**src/rtl/cv32e40px_x_result_arb.sv**
```systemverilog
// Round-robin merge of N_COPROC coprocessor result channels onto the
// single core X-interface result channel through one registered stage.
//
// Ports:
//   clk_i, rst_i          clock, synchronous active-high reset
//   cp_result_*_i/_o      per-coprocessor result channels (flattened)
//   x_result_*_o          registered merged result towards the core
//   x_result_ready_i      core accept strobe
//   x_result_src_o        index of the coprocessor owning the held result
module cv32e40px_x_result_arb #(
    parameter int N_COPROC = 2,
    parameter int XLEN     = 32,
    parameter int ID_W     = 4,
    localparam int SRC_W   = $clog2(N_COPROC)
) (
    input  logic                     clk_i,
    input  logic                     rst_i,
    input  logic [N_COPROC-1:0]      cp_result_valid_i,
    output logic [N_COPROC-1:0]      cp_result_ready_o,
    input  logic [N_COPROC*ID_W-1:0] cp_result_id_i,
    input  logic [N_COPROC*XLEN-1:0] cp_result_data_i,
    input  logic [N_COPROC*5-1:0]    cp_result_rd_i,
    input  logic [N_COPROC-1:0]      cp_result_we_i,
    output logic                     x_result_valid_o,
    input  logic                     x_result_ready_i,
    output logic [ID_W-1:0]          x_result_id_o,
    output logic [XLEN-1:0]          x_result_data_o,
    output logic [4:0]               x_result_rd_o,
    output logic                     x_result_we_o,
    output logic [SRC_W-1:0]         x_result_src_o
);

    localparam logic [SRC_W-1:0] LAST = SRC_W'(N_COPROC - 1);

    logic             r_valid;
    logic [ID_W-1:0]  r_id;
    logic [XLEN-1:0]  r_data;
    logic [4:0]       r_rd;
    logic             r_we;
    logic [SRC_W-1:0] r_src;
    logic [SRC_W-1:0] r_ptr;

    logic                w_load_en;
    logic                w_found;
    logic                w_found_hi;
    logic                w_found_lo;
    logic [SRC_W-1:0]    w_win_hi;
    logic [SRC_W-1:0]    w_win_lo;
    logic [SRC_W-1:0]    w_win;
    logic [N_COPROC-1:0] w_grant;
    logic [SRC_W-1:0]    w_ptr_nxt;
    logic [ID_W-1:0]     w_id;
    logic [XLEN-1:0]     w_data;
    logic [4:0]          w_rd;
    logic                w_we;

    assign w_load_en = ~r_valid | x_result_ready_i;

    // Rotating priority split into two fixed-index scans: the first
    // valid requester at or above the pointer wins; otherwise the
    // first valid requester overall (necessarily below the pointer).
    always_comb begin
        w_found_hi = 1'b0;
        w_found_lo = 1'b0;
        w_win_hi   = '0;
        w_win_lo   = '0;
        for (int i = 0; i < N_COPROC; i++) begin
            if (cp_result_valid_i[i] && !w_found_hi &&
                (SRC_W'(i) >= r_ptr)) begin
                w_found_hi = 1'b1;
                w_win_hi   = SRC_W'(i);
            end
            if (cp_result_valid_i[i] && !w_found_lo) begin
                w_found_lo = 1'b1;
                w_win_lo   = SRC_W'(i);
            end
        end
        w_found = w_found_hi | w_found_lo;
        w_win   = w_found_hi ? w_win_hi : w_win_lo;
    end

    always_comb begin
        w_grant = '0;
        if (w_found) begin
            w_grant[w_win] = 1'b1;
        end
    end

    // Reset masks the strobe so no coprocessor loses a result
    // that is about to be discarded.
    assign cp_result_ready_o =
        w_grant & {N_COPROC{w_load_en & ~rst_i}};

    // Explicit wrap keeps non-power-of-2 counts in range.
    assign w_ptr_nxt = (w_win == LAST) ? '0 : w_win + 1'b1;

    always_comb begin
        w_id   = '0;
        w_data = '0;
        w_rd   = '0;
        w_we   = 1'b0;
        for (int i = 0; i < N_COPROC; i++) begin
            if (w_win == SRC_W'(i)) begin
                w_id   = cp_result_id_i[i*ID_W +: ID_W];
                w_data = cp_result_data_i[i*XLEN +: XLEN];
                w_rd   = cp_result_rd_i[i*5 +: 5];
                w_we   = cp_result_we_i[i];
            end
        end
    end

    always_ff @(posedge clk_i) begin
        if (rst_i) begin
            r_valid <= 1'b0;
            r_id    <= '0;
            r_data  <= '0;
            r_rd    <= '0;
            r_we    <= 1'b0;
            r_src   <= '0;
            r_ptr   <= '0;
        end else if (w_load_en) begin
            if (w_found) begin
                r_valid <= 1'b1;
                r_id    <= w_id;
                r_data  <= w_data;
                r_rd    <= w_rd;
                r_we    <= w_we;
                r_src   <= w_win;
                r_ptr   <= w_ptr_nxt;
            end else begin
                // Drained with nothing to refill; payload keeps
                // its last value.
                r_valid <= 1'b0;
            end
        end
    end

    assign x_result_valid_o = r_valid;
    assign x_result_id_o    = r_id;
    assign x_result_data_o  = r_data;
    assign x_result_rd_o    = r_rd;
    assign x_result_we_o    = r_we;
    assign x_result_src_o   = r_src;

endmodule

```
**config.mk**
```make
export PLATFORM = sky130hd
export DESIGN_NAME = cv32e40px_x_result_arb
export DESIGN_NICKNAME = d
export VERILOG_FILES = /design/src/rtl/cv32e40px_x_result_arb.sv
export SDC_FILE = /design/constraint.sdc
export NUM_CORES = 1
export LEC_CHECK = 0
export BUFFER_PORTS_ARGS = -buffer_cell sky130_fd_sc_hd__buf_2
export CORE_ASPECT_RATIO = 0.9
export CORE_MARGIN = 2
export CORE_UTILIZATION = 47
export DETAILED_ROUTE_END_ITERATION = 7
export GPL_ROUTABILITY_DRIVEN = 1
export PLACE_DENSITY = 0.86
export SETUP_SLACK_MARGIN = 0.3
export SLEW_MARGIN = 40
export SYNTH_ARGS = -nofsm -noshare
export SYNTH_HDL_FRONTEND = slang
export SYNTH_SLANG_ARGS = --single-unit
```
**constraint.sdc**
```tcl
create_clock -name clk_i -period 1.9 [get_ports clk_i]
set_input_delay 0.19 -clock clk_i [delete_from_list [all_inputs] [get_ports clk_i]]
set_output_delay 0.19 -clock clk_i [all_outputs]
set_load 0.01 [all_outputs]
```
==> impl_metrics.csv <==
group,metric,value,unit
power_and_ir_drop,peakVddDrop,0.341,mV
timing,rsz0062_at_grt,"no",
die,ios,135,
die,initial_core_util,47.9,%
die,die_w,77.5,um
placement,dpl.hpwl,4800,um
global_route,grt_max_degree,35,
setup_path,cp.arrival,1280,ps
timing,layout_setup_ws,426,ps
setup_path,r2r_start,"r_ptr$_SDFFE_PP0P_",
placement,globalplace.congestion,0.796,
timing,setup_tns,0,ps
drt,drt_iter0_markers,124,
cells_and_area,syn2layout_area_growth,35.0,%
synth,synth_edf_count,0,
synth,synth_area_leaders,"dfxtp_1, o221ai_2, nand4_1",
synth,yosysWarnings,0,
clock_network,clockBufferDepth,2,
cells_and_area,fill_cells,400,
power_and_ir_drop,switching_power,684,uW
worst_hold_path,holdCritPathClass,"in2reg",
clock_network,clock_latency,300,ps
synth,synthCells,254,
drt,via_per_inst,5.41,
synth,synth_most_common_cell,"inv_1",
clock_network,clockRootBuffer,"clkbuf_8",
timing,slew_viol_final,0,
cells_and_area,fin_area,3090,um2
synth,seq_area_frac_synth,39.4,%
synth,synth-seq-cells,45,
setup_path,criticalPathCategory,"reg2out",
synth,synth_top_cell_by_area,"dfxtp_1",
global_route,grt_pass1_wl,10300,um
die,die_h,70.2,um
power_and_ir_drop,pwr-share-clk,27.5,%
cells_and_area,diodes,0,
worst_hold_path,hp-start,"cp_result_data_i[61]",
power_and_ir_drop,swShare,31.0,%
timing,post-route-period-util,77.6,%
clock_network,cts_tree,"yes",
global_route,grt_pass1_vias,2252,
die,placementRows,24,
setup_path,critPathLaunchType,"register",
setup_path,crit_fanout,14,
global_route,grt_overflow,0,
cells_and_area,nets,467,
placement,dp_slack,304,ps
synth,synth_compound_area_share,26.5,%
timing,hold_violations,0,
power_and_ir_drop,intPower,1.52,mW
job,drv_cap,0,
timing,slew_headroom,77.2,%
timing,clock_skew,7.96,ps
setup_path,critPathLaunch,"r_ptr$_SDFFE_PP0P_",
drt,routed_wl,6530,um
synth,synth_flop_cell,"dfxtp_1",
cells_and_area,multi_input_area,1010,um2
global_route,antenna_found_initial,0,
synth,synth_async_sr_flop_share,0,%
cells_and_area,seqCellArea,902,um2
drt,routedWlPerCell,14.7,um
clock_network,clock-sinks,45,
global_route,track_usage,23.2,%
clock_network,cts_made_buffers,5,
drt,drc,0,
power_and_ir_drop,p_comb_share,24.0,%
synth,yosys.area_share.simple,17.2,%
die,core_area,4770,um2
synth,syn_avg_cell_area,9.00,um2
power_and_ir_drop,leakage,1.49,nW
drt,vias,2404,
synth,synth_nets,343,
synth,synth_top_family_by_area,"compound AO/OA/AOI/OAI gates",
timing,worst_pin_slew,341,ps
cells_and_area,drive_above_1_share,49.3,%
synth,synthesis.area,2290,um2
synth,ys_types,22,
power_and_ir_drop,power_density,714,nW/um2
timing,layout_min_cycle_time,1470,ps
drt,first_pass_iters,5,
placement,port_buffers,134,
synth,synth.area.mux_share,0,%
synth,yosys.area_share.xor_xnor,0,%
setup_path,critPathCaptureType,"primary output",
power_and_ir_drop,power_frac_seq,48.5,%
synth,synth_top_area_share,39.4,%
synth,synth_common_cells,"inv_1, nand4_1, dfxtp_1",
timing,setup_viol,0,
placement,place_area,2980,um2
die,dieArea,5440,um2
drt,detail-route-antenna-nets,0,
clock_network,h-tree-depth,2,
outcome,status,"complete, no violations",
timing,fmax,679,MHz
setup_path,crit_required,1710,ps
synth,yosys.area_share.adder,0,%
clock_network,cts_setup_buffers,0,
clock_network,cts.reportedPaths.clkPinSlew,90,ps
==> cells by family after synthesis <==
group	Yosys count
compound gates	57
buf+inv	91
flops	45
simple gates	61
==> cell type report <==
| class | instances | area share [%] |
|---|---|---|
| Multi-Input combinational cell | 118 | 32.7 |
| Sequential cell | 45 | 29.2 |
| Timing Repair Buffer | 143 | 24.6 |
| Inverter | 65 | 7.91 |
| Tap cell | 65 | 2.64 |
| Clock buffer | 5 | 2.23 |
| Clock inverter | 3 | 0.689 |
==> power groups by stage <==
stage | clock, mW | combinational (mW) | sequential [mW]
after CTS | 0.621 | 0.530 | 1.07
after global routing | 0.662 | 0.576 | 1.08
final | 0.606 | 0.528 | 1.07
after detailed placement | 0 | 0.527 | 1.09
after global placement | 0 | 0.513 | 1.09
after floorplan | 0 | 0.262 | 1.12
==> routing by layer <==
layer	vias to the layer above	wire, um	share of wire (%)	track usage (%)
met5	-	0	0	0
met4	0	97	1.5	5.36
met3	15	515	7.9	5.68
met2	120	3170	48	38.4
met1	1099	2750	42	30.7
li1	1170	-	-	-
==> repair_timing <==
action                     4_1_cts  5_1_grt
resized for setup                2        3
cloned                           0        0
hold buffers                     0        0
setup endpoints to repair        1        2
==> worst max-delay path: stages (launching register included) <==
cell and delay [ps]:
dfxtp_2 370, nand2_4 110, nand4b_2 130, buf_6 200, inv_2 30, buf_2 130
==> state kept, by name, summed over array words and instances, names as in the netlist <==
signal / count
x_result_we_o: 1
x_result_src_o: 1
x_result_data_o: 32
x_result_id_o: 4
x_result_valid_o: 1
r_ptr: 1
x_result_rd_o: 5
==> placed cells by master, fill, tap and decap left out, types with 2 or more instances in the layout <==
cell type and count:
o221ai_2 28, nand4_1 53, buf_4 6, o21ai_0 11
buf_2 134, o221ai_1 3, dfxtp_1 44, a31oi_1 11
inv_1 64, buf_6 2, clkbuf_8 5
==> per-stage QoR <==
stage / total power, mW / cells / util, % / hold WS [ps]
after floorplan: 1.39 / 254 / - / 259
after global placement: 1.60 / 436 / 62.4 / 430
after detailed placement: 1.62 / 436 / 62.4 / 448
after CTS: 2.22 / 444 / 64.4 / 130
after global routing: 2.32 / 444 / 64.6 / 129
final: 2.20 / 444 / 64.6 / 136
==> final timing paths <==
path                                      end  slack (ps)  cells after the start
max                      cp_result_ready_o[0]         430                      5
min          x_result_data_o[29]$_SDFFE_PP0P_         140                      3
max reg2reg  x_result_data_o[21]$_SDFFE_PP0P_         580                      4
min reg2reg                r_ptr$_SDFFE_PP0P_         490                      2
Power figures use the tool's default switching activity.
